$ cat src/rtl/eth_speed_pkg.sv
// Shared encodings for the RGMII link-speed detector.
package eth_speed_pkg;

  typedef enum logic [1:0] {
    SPEED_10M   = 2'b00,
    SPEED_100M  = 2'b01,
    SPEED_1000M = 2'b10
  } speed_e;

  typedef enum logic [1:0] {
    NO_LINK = 2'b00,
    ACQUIRE = 2'b01,
    LOCKED  = 2'b10
  } state_e;

endpackage

$ cat src/rtl/eth_link_speed_detect_sync.sv
// Brings the rx-clock-derived toggle into the gtx domain and flags each transition.
module sync_toggle_edge #(
  parameter int SYNC_STAGES = 3
) (
  input  logic clk,
  input  logic rst_n,
  input  logic tog_i,
  output logic edge_o
);

  logic [SYNC_STAGES-1:0] sync_q;
  logic                   hist_q;

  always_ff @(posedge clk or negedge rst_n) begin
    if (!rst_n) begin
      sync_q <= '0;
      hist_q <= 1'b0;
    end else begin
      sync_q <= {sync_q[SYNC_STAGES-2:0], tog_i};
      hist_q <= sync_q[SYNC_STAGES-1];
    end
  end

  assign edge_o = sync_q[SYNC_STAGES-1] ^ hist_q;

endmodule

$ cat src/rtl/eth_link_speed_detect.sv
// Classifies the PHY receive clock as 10M/100M/1000M by counting toggle edges
// against a reference window, with hysteresis and link-loss detection.
module eth_link_speed_detect
  import eth_speed_pkg::*;
#(
  parameter int SYNC_STAGES    = 3,
  parameter int REF_CNT_W      = 7,
  parameter int EDGE_CNT_W     = 2,
  parameter int THRESH_100M    = 32,
  parameter int HYST           = 2,
  parameter int NOLINK_WINDOWS = 16
) (
  input  logic       clk,
  input  logic       rst_n,
  input  logic       rx_toggle,
  input  logic       enable,
  output logic [1:0] speed,
  output logic       mii_select,
  output logic       speed_valid,
  output logic       link_up,
  output logic       speed_change
);

  localparam int MATCH_W = $clog2(HYST + 1);
  localparam int SIL_W   = $clog2(NOLINK_WINDOWS + 1);

  logic                  edge_det;
  logic [REF_CNT_W-1:0]  ref_cnt_q, ref_cnt_d;
  logic [EDGE_CNT_W-1:0] edge_cnt_q, edge_cnt_d;
  logic [SIL_W-1:0]      sil_q, sil_d;
  logic [MATCH_W-1:0]    match_q, match_d, match_inc;
  speed_e                pend_q, pend_d, speed_q, speed_d, cand;
  state_e                state_q, state_d;
  logic                  mii_q, mii_d, valid_q, valid_d, link_q, link_d, chg_q, chg_d;
  logic                  edge_ov, ref_ov, term, silent;

  sync_toggle_edge #(.SYNC_STAGES(SYNC_STAGES)) u_sync (
    .clk   (clk),
    .rst_n (rst_n),
    .tog_i (rx_toggle),
    .edge_o(edge_det)
  );

  // Edge overflow takes priority, so a window that fills both counters at once is fast.
  assign edge_ov = &edge_cnt_q;
  assign ref_ov  = &ref_cnt_q;
  assign term    = edge_ov | ref_ov;
  assign silent  = (sil_q == SIL_W'(NOLINK_WINDOWS));
  assign cand    = edge_ov ? ((ref_cnt_q >= REF_CNT_W'(THRESH_100M)) ? SPEED_100M : SPEED_1000M)
                           : SPEED_10M;
  assign match_inc = (cand == pend_q) ? match_q + MATCH_W'(1) : MATCH_W'(1);

  always_comb begin
    ref_cnt_d  = ref_cnt_q;
    edge_cnt_d = edge_cnt_q;
    sil_d      = sil_q;
    match_d    = match_q;
    pend_d     = pend_q;
    state_d    = state_q;
    speed_d    = speed_q;
    mii_d      = mii_q;
    valid_d    = valid_q;
    link_d     = link_q;
    chg_d      = 1'b0;
    if (!enable) begin
      ref_cnt_d  = '0;
      edge_cnt_d = '0;
      sil_d      = '0;
      match_d    = '0;
    end else begin
      if (term) begin
        ref_cnt_d  = '0;
        edge_cnt_d = '0;
      end else begin
        ref_cnt_d  = ref_cnt_q + REF_CNT_W'(1);
        edge_cnt_d = edge_cnt_q + EDGE_CNT_W'(edge_det);
      end
      if (edge_det)
        sil_d = '0;
      else if (ref_ov && edge_cnt_q == '0 && !silent)
        sil_d = sil_q + SIL_W'(1);

      case (state_q)
        NO_LINK: begin
          if (edge_det) begin
            state_d = ACQUIRE;
            link_d  = 1'b1;
          end
        end
        ACQUIRE, LOCKED: begin
          if (silent) begin
            state_d    = NO_LINK;
            link_d     = 1'b0;
            valid_d    = 1'b0;
            match_d    = '0;
            pend_d     = SPEED_10M;
            ref_cnt_d  = '0;
            edge_cnt_d = '0;
            sil_d      = '0;
          end else if (term) begin
            if (state_q == LOCKED && cand == speed_q) begin
              match_d = '0;
            end else begin
              pend_d = cand;
              if (match_inc == MATCH_W'(HYST)) begin
                match_d = '0;
                state_d = LOCKED;
                speed_d = cand;
                mii_d   = (cand != SPEED_1000M);
                valid_d = 1'b1;
                chg_d   = 1'b1;
              end else begin
                match_d = match_inc;
              end
            end
          end
        end
        default: state_d = NO_LINK;
      endcase
    end
  end

  always_ff @(posedge clk or negedge rst_n) begin
    if (!rst_n) begin
      ref_cnt_q  <= '0;
      edge_cnt_q <= '0;
      sil_q      <= '0;
      match_q    <= '0;
      pend_q     <= SPEED_10M;
      state_q    <= NO_LINK;
      speed_q    <= SPEED_1000M;
      mii_q      <= 1'b0;
      valid_q    <= 1'b0;
      link_q     <= 1'b0;
      chg_q      <= 1'b0;
    end else begin
      ref_cnt_q  <= ref_cnt_d;
      edge_cnt_q <= edge_cnt_d;
      sil_q      <= sil_d;
      match_q    <= match_d;
      pend_q     <= pend_d;
      state_q    <= state_d;
      speed_q    <= speed_d;
      mii_q      <= mii_d;
      valid_q    <= valid_d;
      link_q     <= link_d;
      chg_q      <= chg_d;
    end
  end

  assign speed        = speed_q;
  assign mii_select   = mii_q;
  assign speed_valid  = valid_q;
  assign link_up      = link_q;
  assign speed_change = chg_q;

endmodule

$ cat config.mk
export PLATFORM = sky130hd
export DESIGN_NAME = eth_link_speed_detect
export DESIGN_NICKNAME = d
export VERILOG_FILES = /design/src/rtl/eth_speed_pkg.sv /design/src/rtl/eth_link_speed_detect_sync.sv /design/src/rtl/eth_link_speed_detect.sv
export SDC_FILE = /design/constraint.sdc
export NUM_CORES = 1
export LEC_CHECK = 0
export CAP_MARGIN = 20
export CORE_AREA = 10 10 89 91
export CTS_BUF_LIST = sky130_fd_sc_hd__clkbuf_4 sky130_fd_sc_hd__clkbuf_8 sky130_fd_sc_hd__clkbuf_16
export DETAILED_ROUTE_END_ITERATION = 12
export DIE_AREA = 0 0 99 101
export GPL_TIMING_DRIVEN = 0
export PLACE_DENSITY = 0.49
export SETUP_SLACK_MARGIN = 0.02
export SKIP_LAST_GASP = 1
export SLEW_MARGIN = 0
export SYNTH_ARGS = -nofsm -noshare
export SYNTH_HDL_FRONTEND = slang
export SYNTH_HIERARCHICAL = 1
export SYNTH_SLANG_ARGS = --single-unit
$ cat constraint.sdc
create_clock -name clk -period 3.73 [get_ports clk]
set_input_delay 0.9325 -clock clk [delete_from_list [all_inputs] [get_ports clk]]
set_output_delay 0.9325 -clock clk [all_outputs]
set_load 0.1 [all_outputs]
-- Word level (Yosys, flattened, before mapping)
Cells that the tools add are included.
- flip-flop bits (word level): 30
- bits in latches: 0
- RAM bits: 0
- ROM bits: 0
- input bits: 4
- output and inout port bits: 6
- word-level logic and storage cells: 99
- memories: 0
- add/subtract/negate cells: 4
- multiply operators: 0
- divide/modulo/power cells: 0
- magnitude comparators: 1
- eq/ne operators: 15
- shifts and indexed selects: 0
- muxes and demuxes: 44
- bitwise operators: 4
- reductions and logical operators: 18
- operators with widths (cell ; count):
    $mux W2 ; 21
    $mux W7 ; 4
    $mux W5 ; 5
    $mux W1 ; 12
    $reduce_and A5 Y1 ; 2
    $ne A3 B3 Y1 const B ; 3
    $ne A2 B2 Y1 const B ; 4
    $reduce_and A4 Y1 ; 2
    $add A7 B1 Y7 const B ; 1
    $ge A7 B6 Y1 const B ; 1
    $reduce_and A7 Y1 ; 1
    $reduce_and A6 Y1 ; 1
    $reduce_bool A2 Y1 ; 3
    $add A5 B1 Y5 const B ; 1
    $eq A5 B5 Y1 const B ; 1
    $eq A2 B2 Y1 ; 2
    $eq A2 B2 Y1 const B ; 2
    $logic_not A2 Y1 ; 2
    $pmux W2 S2 ; 1
    $reduce_and A2 Y1 ; 2
    $logic_and A1 B1 Y1 ; 3
    $ne A3 B1 Y1 const B ; 1
    $add A2 B1 Y2 ; 1
    $add A2 B1 Y2 const B ; 1
    8 further kinds ; 9

-- Logic depth before layout (Yosys ltp)
Gate-level depths: netlist of the first run.
- depth in word-level cells: 12
- depth in mapped cells: 7
- gate-level depth less buffers: 7

-- Modules after synthesis
Netlist of the first run, hierarchy kept.
- modules (own cells, without submodules) (module ; instances ; cells an instance ; area each (µm²)):
    eth_link_speed_detect ; 1 ; 130 ; 1386.3
    sync_toggle_edge ; 1 ; 5 ; 108.9

-- Least setup slack after synthesis of the first run
Ideal clock, no wire load.
- path kind: register -> register
- start: register speed_q[0] (netlist: speed[0])
- end: register speed_q[0] (netlist: speed[0])
- library setup time: 0.126 ns
- data arrival time: 2.118 ns
- data required time: 3.604 ns
- slack: 1.487 ns
- cell stages (with the launch flop): 5
- buffers on the path: 0
- period minus slack after synthesis: 2.243 ns
- cells stage by stage: dfrtp_1 > nand4b_1 > nand4_2 > or4_4 > mux2_4
- cells in the longest elaborated chain, start to end: 4
- RTL lines (item ; RTL line ; source):
    start: declaration ; eth_link_speed_detect.sv:32 ; speed_e pend_q, pend_d, speed_q, speed_d, cand;
    start signal: assignment ; eth_link_speed_detect.sv:143 ; speed_q <= speed_d;
    $eq A2 B2 Y1 ; eth_link_speed_detect.sv:101 ; if (state_q == LOCKED && cand == speed_q) begin
    $logic_and A1 B1 Y1 ; eth_link_speed_detect.sv:101 ;
    $not A1 Y1 (no source line) ; - ;
    $reduce_and A6 Y1 (no source line) ; - ;
No other way between the ends.
A chain may end at the register's enable or synchronous reset.

-- Final worst setup path of the first run
- start: register speed_q[1] (netlist: speed[1])
- end: output speed[1]
- RTL lines (item ; RTL line ; source):
    end: declaration ; eth_link_speed_detect.sv:17 ; output logic [1:0] speed,
No word-level cell between the ends.

==> results of run 1 <==
==> per-stage QoR <==
| step | worst slack, ns | cell area, um2 | cells |
|---|---|---|---|
| 4_1_cts | 0.774 | 1770 | 229 |
| 2_1_floorplan | 1.49 | 1500 | 135 |
| 5_1_grt | 0.738 | 1770 | 229 |
| 6_report | 0.790 | 1770 | 229 |
| 3_3_place_gp | 0.776 | 1680 | 221 |
| 3_5_place_dp | 0.777 | 1680 | 221 |
==> state kept, by name (all words and copies together), names as in the netlist, 2 cells and up <==
register       flops
pend_q             2
sil_q              5
speed              2
u_sync/sync_q      3
edge_cnt_q         2
ref_cnt_q          7
match_q            2
state_q            2
==> metal layers <==
metal	global-route usage [%]	vias up	wire [um]
met1	7.77	490	1440
met5	0	-	0
met3	2.33	8	124
met2	9.22	15	1240
met4	4.30	0	73
li1	-	506	-
==> report_power, final <==
group | switching, uW | internal [uW] | leakage (uW)
clock | 129 | 156 | 0.0000517
sequential | 20.6 | 347 | 0.000387
combinational | 62.1 | 45.2 | 0.000359
total | 212 | 549 | 0.000798
==> cell usage after synthesis, drive strengths merged (3+ instances only) <==
library cell,count,area (um2)
and3,3,18.8
dfrtp,29,726
ha,7,87.6
inv,12,45.0
mux2,3,45.0
nand2,6,22.5
nand3,7,35.0
nand4,3,25.0
nor2,16,60.1
nor2b,3,18.8
o21ai,6,30.0
xnor2,4,35.0
xor2,6,52.6
==> cell type report <==
type / count / area, um2 / area share [%]
clock buffer: 7 / 90.1 / 5.08
clock inverter: 1 / 5.00 / 0.282
inverter: 12 / 45.0 / 2.54
multi-input combinational: 93 / 698 / 39.4
sequential: 30 / 752 / 42.4
tap: 77 / 96.3 / 5.44
timing repair buffer: 9 / 85.1 / 4.80
==> kinds of logic after synthesis <==
kind of cell / count (synthesis)
mux: 4
xor+xnor: 10
flops: 30
fa+ha+maj: 7
buf+inv: 12
simple gates: 51
compound gates: 21
==> final timing paths <==
check	from	endpoint	slack, ns	cells after the start
max reg2reg	sil_q[0]$_DFF_PN0_	mii_select$_DFFE_PN0P_	1.50	7
min	u_sync/sync_q[1]$_DFF_PN0_	u_sync/sync_q[2]$_DFF_PN0_	0.35	0
min reg2reg	u_sync/sync_q[1]$_DFF_PN0_	u_sync/sync_q[2]$_DFF_PN0_	0.35	0
max	speed[1]$_DFFE_PN1P_	speed[1]	0.79	1
max in group asynchronous	rst_n	edge_cnt_q[0]$_DFF_PN0_	2.61	1
min in group asynchronous	rst_n	speed_change$_DFF_PN0_	0.68	1
==> results.toml, run 1 <==
[place]
io_buffers = 9
place_congestion = 0.740
dp_hpwl_um = 2050

[yosys]
seq_area_frac_synth_pct = 50.3
synth_area_um2 = 1500
muxShareOfSynthArea_pct = 3.68
yosysWarnings = 6
postSynthAreaPerCell_um2 = 11.1
post_synth_edffs = 0
netlist_instances = 135
ys_ff_latch = 30
combinational_family_with_the_most_area_after_synthesis = "simple AND/OR/NAND/NOR gates"
synth.lib_cells_used.distinct = 41
asyncSetResetFlopFracSynth_pct = 100
yosys_most_used_dff = "sky130_fd_sc_hd__dfrtp_1"
compound_gate_portion_of_the_synthesized_area_pct = 10.5
synth-xor-area-share_pct = 5.86
synthAdderAreaFrac_pct = 5.86
synth_simple_gate_area_share_pct = 20.8
postSynthNetCount = 146

[grt]
grt_usage_pct = 6.40
global_route.overflow_total = 0
grt_first_pass_wirelength_um = 5200
pin_count_of_the_biggest_net_entering_global_routing = 31
vias_in_the_first_global_route = 1086
grt_antenna_before_repair = 0

[worst_setup_path]
critical_path.cell_chain = "clkdlybuf4s50_1"
critical_path.startpoint_type = "flop"
slowest_delay_ns = 1.14
path_max_fanout = 5
crit_slowest_cell = "sky130_fd_sc_hd__clkdlybuf4s50_1"
worst-setup-path-type = "reg -> out"
crit_path_end_kind = "output pin"
crit_family = "buffers and inverters"
critPathArrivalTime_ns = 2.01
cp_buf_inv_count = 1
worst_ep_required_time_ns = 2.80

[detailed_routing]
firstDrtPassIters = 4
post_drt_wl_per_cell_um = 12.6
route.final.wire_length_um = 2880
route.antenna.remaining_nets = 0
drtIter0Drc = 43
drc = 0
vias = 1019
viasPerCell = 4.45

[clocking]
tritoncts = "built"
insertion_delay_ns = 0.29
cts_resized = 0
holdBufCountCts = 0
cts_root_buf = "sky130_fd_sc_hd__clkbuf_8"
tritoncts_num_sinks = 30
cts_buffer_depth = 2
cts_made_buffers = 5
clk_pin_slew_ns = 0.07
h-tree-depth = 2
cts_post_setup_buffers_inserted = 0

[sta]
post-route-period-util_pct = 78.8
tns_ns = 0
timing.slew.headroom_pct = 34.3
rsz0062_at_grt = "no"
slew_violations = 0
setup_viol = 0
fmax_mhz = 340
tightestPinTransition_ns = 0.983
min_period_ns = 2.94
hold_viol_final = 0
finClkSkew_ns = 0.00527
timing.hold.ws_ns = 0.349

[floorplan]
std_cell_rows = 29
initial_utilization_pct = 24.1
core-area_um2 = 6200
ios = 10
design.die.area_um2 = 10000
floorplan.die.width_um = 99
fp.dieH_um = 101

[layout]
fillerInstances = 637
fin_util_pct = 28.6
area_delta_synth_final_pct = 18.5
final_layout_size_suffix_gt1_share_pct = 13.8
insertedDiodeCount = 0
most_used_cells_in_the_layout_excluding_fill_and_tap_cells = "29 x sky130_fd_sc_hd__dfrtp_1, 16 x sky130_fd_sc_hd__nor2_1, 11 x sky130_fd_sc_hd__inv_1"
num-nets-final = 162
commonest_non_fill_non_tap_cell_in_the_layout = "sky130_fd_sc_hd__dfrtp_1"

[outcome]
run_status = "finished clean"

[hold_path]
worstHoldPathType = "reg -> reg"

[pwr]
power.static_leakage_uw = 0.000798
power_density_nw_per_um2 = 429
report.power.total_uw = 760
ir_worst_vdd_mv = 0.147

[flow_run]
timing.max_cap.violations = 0
(Power assumes the default switching activity.)
==> run 2, diff against run 1 <==
==> constraint.sdc (replaced) <==
create_clock -name clk -period 2.75 [get_ports clk]
set_input_delay 0.6875 -clock clk [delete_from_list [all_inputs] [get_ports clk]]
set_output_delay 0.6875 -clock clk [all_outputs]
set_load 0.1 [all_outputs]
==> results.toml, run 2 (same netlist as run 1, synthesis figures left out) <==
[outcome]
run_status = "finished clean"

[sta]
rsz0062_at_grt = "no"
min_period_ns = 2.54
timing.slew.headroom_pct = 34.3
post-route-period-util_pct = 92.4
hold_viol_final = 0
setup_viol = 0
tns_ns = 0
slew_violations = 0
tightestPinTransition_ns = 0.983
setup_ws_ns = 0.210
finClkSkew_ns = 0.00527
fmax_mhz = 394

[floorplan]
floorplan.die.width_um = 99
initial_utilization_pct = 24.1
fp.dieH_um = 101
design.die.area_um2 = 10000
ios = 10
std_cell_rows = 29
core-area_um2 = 6200

[place]
place_congestion = 0.740
io_buffers = 9
detailedPlace.worstSlack_ns = 0.0418
dp_cells = 221
dp_hpwl_um = 2050

[layout]
largest_register = "ref_cnt_q"
number_of_flip_flops_under_the_largest_register_name = 7
commonest_non_fill_non_tap_cell_in_the_layout = "sky130_fd_sc_hd__dfrtp_1"
most_used_cells_in_the_layout_excluding_fill_and_tap_cells = "29 x sky130_fd_sc_hd__dfrtp_1, 16 x sky130_fd_sc_hd__nor2_1, 11 x sky130_fd_sc_hd__inv_1"
final-instance-count-excl-fill = 229
num-nets-final = 162
area_delta_synth_final_pct = 18.7
insertedDiodeCount = 0
final_layout_size_suffix_gt1_share_pct = 13.8
fin_util_pct = 28.6
largest_registers = "ref_cnt_q: 7 flops, sil_q: 5 flops, u_sync/sync_q: 3 flops"

[clocking]
clk_pin_slew_ns = 0.07
insertion_delay_ns = 0.29
h-tree-depth = 2
cts_root_buf = "sky130_fd_sc_hd__clkbuf_8"
holdBufCountCts = 0
cts_buffer_depth = 2
tritoncts = "built"
cts_post_setup_buffers_inserted = 0
tritoncts_num_sinks = 30
cts_made_buffers = 5
cts_resized = 0

[detailed_routing]
firstDrtPassIters = 4
drtIter0Drc = 43
drc = 0
route.final.wire_length_um = 2880
viasPerCell = 4.45
route.antenna.remaining_nets = 0
vias = 1019
post_drt_wl_per_cell_um = 12.6

[grt]
grt_first_pass_wirelength_um = 5200
grt_usage_pct = 6.40
pin_count_of_the_biggest_net_entering_global_routing = 31
grt_antenna_before_repair = 0
global_route.overflow_total = 0
vias_in_the_first_global_route = 1086

[hold_path]
worstHoldPathType = "reg -> reg"

[worst_setup_path]
crit_path_end_kind = "output pin"
worst-setup-path-type = "reg -> out"
worst-r2r-setup-slack_ns = 0.52
slowest_delay_ns = 1.16
critical_path.startpoint_type = "flop"
cp_buf_inv_count = 1
critical_path.cell_chain = "clkdlybuf4s50_1"
crit_slowest_cell = "sky130_fd_sc_hd__clkdlybuf4s50_1"
crit_family = "buffers and inverters"
worst_ep_required_time_ns = 2.06
path_max_fanout = 5
critPathArrivalTime_ns = 1.85

[pwr]
power.static_leakage_uw = 0.000817
report.power.total_uw = 1030
ir_worst_vdd_mv = 0.200
power_density_nw_per_um2 = 581

[flow_run]
timing.max_cap.violations = 0
## run 2: changes by cell type in the layout (fill, tap and decap cells not counted)
cell and delta:
sky130_fd_sc_hd__clkdlybuf4s50_1 -1, sky130_fd_sc_hd__dlymetal6s2s_1 +1
## run 2: cell type report
type	count	area (um2)
repair buffers	9	87.6
clock buffers	7	90.1
clock inverters	1	5.00
fillers	635	4430
well taps	77	96.3
inverters	12	45.0
multi-input cells	93	698
flip-flops and latches	30	752
## run 2: metrics by stage
stage | instance area [um2] | hold WS (ns)
6_report | 1770 | 0.349
5_1_grt | 1770 | 0.372
4_1_cts | 1770 | 0.351
3_5_place_dp | 1680 | 0.337
3_3_place_gp | 1680 | 0.333
2_1_floorplan | 1500 | 0.331
## run 2: report_power, final
group	leakage (uW)	switching [uW]	total, uW	internal (uW)
clock network	0.0000517	175	387	212
registers	0.000387	28.0	499	471
logic	0.000378	84.2	146	61.4
## run 2: final timing paths
| kind | startpoint | to | depth (start not counted) |
|---|---|---|---|
| max | speed[0]$_DFFE_PN0P_ | speed[0] | 1 |
| min | u_sync/sync_q[1]$_DFF_PN0_ | u_sync/sync_q[2]$_DFF_PN0_ | 0 |
| max reg2reg | sil_q[0]$_DFF_PN0_ | mii_select$_DFFE_PN0P_ | 7 |
| min reg2reg | u_sync/sync_q[1]$_DFF_PN0_ | u_sync/sync_q[2]$_DFF_PN0_ | 0 |
| max in group asynchronous | rst_n | edge_cnt_q[0]$_DFF_PN0_ | 1 |
| min in group asynchronous | rst_n | speed_change$_DFF_PN0_ | 1 |
## run 2: layer usage
layer  wire (um)  vias up  GRT usage (%)
met3         126        8           2.33
met4          73        0           4.30
met5           0        -              0
li1            -      506              -
met2        1240       15           9.22
met1        1440      490           7.77
==> run 3, diff against run 2 <==
--- a/config.mk
+++ b/config.mk
@@ -6,10 +6,10 @@
 export NUM_CORES = 1
 export LEC_CHECK = 0
 export CAP_MARGIN = 20
-export CORE_AREA = 10 10 89 91
+export CORE_AREA = 2 2 81 83
 export CTS_BUF_LIST = sky130_fd_sc_hd__clkbuf_4 sky130_fd_sc_hd__clkbuf_8 sky130_fd_sc_hd__clkbuf_16
 export DETAILED_ROUTE_END_ITERATION = 12
-export DIE_AREA = 0 0 99 101
+export DIE_AREA = 0 0 83 85
 export GPL_TIMING_DRIVEN = 0
 export PLACE_DENSITY = 0.49
 export SETUP_SLACK_MARGIN = 0.02
==> results.toml, run 3 (same netlist as run 1, synthesis figures left out) <==
[place]
detailedPlace.worstSlack_ns = 0.0358
dp_cells = 221
dp_hpwl_um = 1980
place_congestion = 0.765
io_buffers = 9

[grt]
vias_in_the_first_global_route = 1035
grt_first_pass_wirelength_um = 4890
pin_count_of_the_biggest_net_entering_global_routing = 31
grt_usage_pct = 8.57
grt_antenna_before_repair = 0
global_route.overflow_total = 0

[layout]
fillerInstances = 631
commonest_non_fill_non_tap_cell_in_the_layout = "sky130_fd_sc_hd__dfrtp_1"
multi_input_area_um2 = 698
layout.area.seq_um2 = 752
area_delta_synth_final_pct = 18.5
most_used_cells_in_the_layout_excluding_fill_and_tap_cells = "29 x sky130_fd_sc_hd__dfrtp_1, 16 x sky130_fd_sc_hd__nor2_1, 11 x sky130_fd_sc_hd__inv_1"
largest_registers = "ref_cnt_q: 7 flops, sil_q: 5 flops, u_sync/sync_q: 3 flops"
final_layout_size_suffix_gt1_share_pct = 13.8
insertedDiodeCount = 0
largest_register = "ref_cnt_q"
final-instance-count-excl-fill = 229
num-nets-final = 162
number_of_flip_flops_under_the_largest_register_name = 7

[detailed_routing]
viasPerCell = 4.53
drtIter0Drc = 68
route.antenna.remaining_nets = 0
vias = 1038
drc = 0
post_drt_wl_per_cell_um = 11.8
firstDrtPassIters = 4
route.final.wire_length_um = 2700

[floorplan]
std_cell_rows = 29
initial_utilization_pct = 24.1
design.die.area_um2 = 7060
core-area_um2 = 6200
fp.dieH_um = 85
floorplan.die.width_um = 83
ios = 10

[worst_setup_path]
crit_family = "buffers and inverters"
critical_path.startpoint_type = "flop"
worst-setup-path-type = "reg -> out"
critPathArrivalTime_ns = 1.98
crit_slowest_cell = "sky130_fd_sc_hd__clkdlybuf4s50_1"
path_max_fanout = 5
worst_ep_required_time_ns = 2.06
critical_path.cell_chain = "clkdlybuf4s50_1"
slowest_delay_ns = 1.14
cp_buf_inv_count = 1
crit_path_end_kind = "output pin"

[sta]
finClkSkew_ns = 0.00585
tns_ns = 0
setup_viol = 0
slew_violations = 0
timing.slew.headroom_pct = 34.8
hold_viol_final = 0
fmax_mhz = 375
setup_ws_ns = 0.0805
min_period_ns = 2.67
post-route-period-util_pct = 97.1
rsz0062_at_grt = "no"
tightestPinTransition_ns = 0.976

[flow_run]
timing.max_cap.violations = 0

[clocking]
insertion_delay_ns = 0.28
cts_root_buf = "sky130_fd_sc_hd__clkbuf_8"
clk_pin_slew_ns = 0.06
h-tree-depth = 2
tritoncts = "built"
cts_made_buffers = 5
cts_resized = 0
cts_post_setup_buffers_inserted = 0
cts_buffer_depth = 2
tritoncts_num_sinks = 30
holdBufCountCts = 0

[pwr]
ir_worst_vdd_mv = 0.215
power_density_nw_per_um2 = 573
power.static_leakage_uw = 0.000798

[outcome]
run_status = "finished clean"

[hold_path]
worstHoldPathType = "reg -> reg"
[run 3: cell types whose count changed in the layout (fill, tap and decap cells not counted), sizes merged]
cell / change
clkdlybuf4s50: +1
dlymetal6s2s: -1
[run 3: final cells by class]
type / count / share of cell area (%)
multi-input combinational: 93 / 39.4
tap: 77 / 5.44
inverter: 12 / 2.54
clock inverter: 1 / 0.282
timing repair buffer: 9 / 4.80
sequential: 30 / 42.4
clock buffer: 7 / 5.08
[run 3: worst paths after layout]
check,from,endpoint,slack [ns],cells past startpoint
setup / recovery,speed[1]$_DFFE_PN1P_,speed[1],0.08,1
hold / removal,u_sync/sync_q[1]$_DFF_PN0_,u_sync/sync_q[2]$_DFF_PN0_,0.35,0
setup reg to reg,sil_q[0]$_DFF_PN0_,mii_select$_DFFE_PN0P_,0.51,7
hold reg to reg,u_sync/sync_q[1]$_DFF_PN0_,u_sync/sync_q[2]$_DFF_PN0_,0.35,0
max in group asynchronous,rst_n,edge_cnt_q[0]$_DFF_PN0_,1.87,1
min in group asynchronous,rst_n,speed_change$_DFF_PN0_,0.44,1
[run 3: metal layers]
layer / vias to the layer above / GRT usage [%] / routed length [um]
met5: - / 0 / 0
met4: 0 / 2.68 / 30
met3: 4 / 3.02 / 105
met2: 14 / 13.6 / 1260
met1: 509 / 11.1 / 1300
li1: 511 / - / -
[run 3: power by group]
group          internal [uW]  leakage, uW  switching, uW
Sequential               472     0.000387           28.1
Clock                    211    0.0000517            159
Combinational           61.7     0.000359           84.0
[run 3: through the flow]
| stage | area, um2 | hold WS (ns) | util (%) | total power (uW) |
|---|---|---|---|---|
| after CTS | 1770 | 0.351 | 28.6 | 1040 |
| after global routing | 1770 | 0.365 | 28.6 | 1090 |
| after floorplan | 1500 | 0.331 | - | 611 |
| after detailed placement | 1680 | 0.336 | 27.0 | 654 |
| after global placement | 1680 | 0.334 | 27.1 | 657 |
| final | 1770 | 0.347 | 28.6 | 1020 |
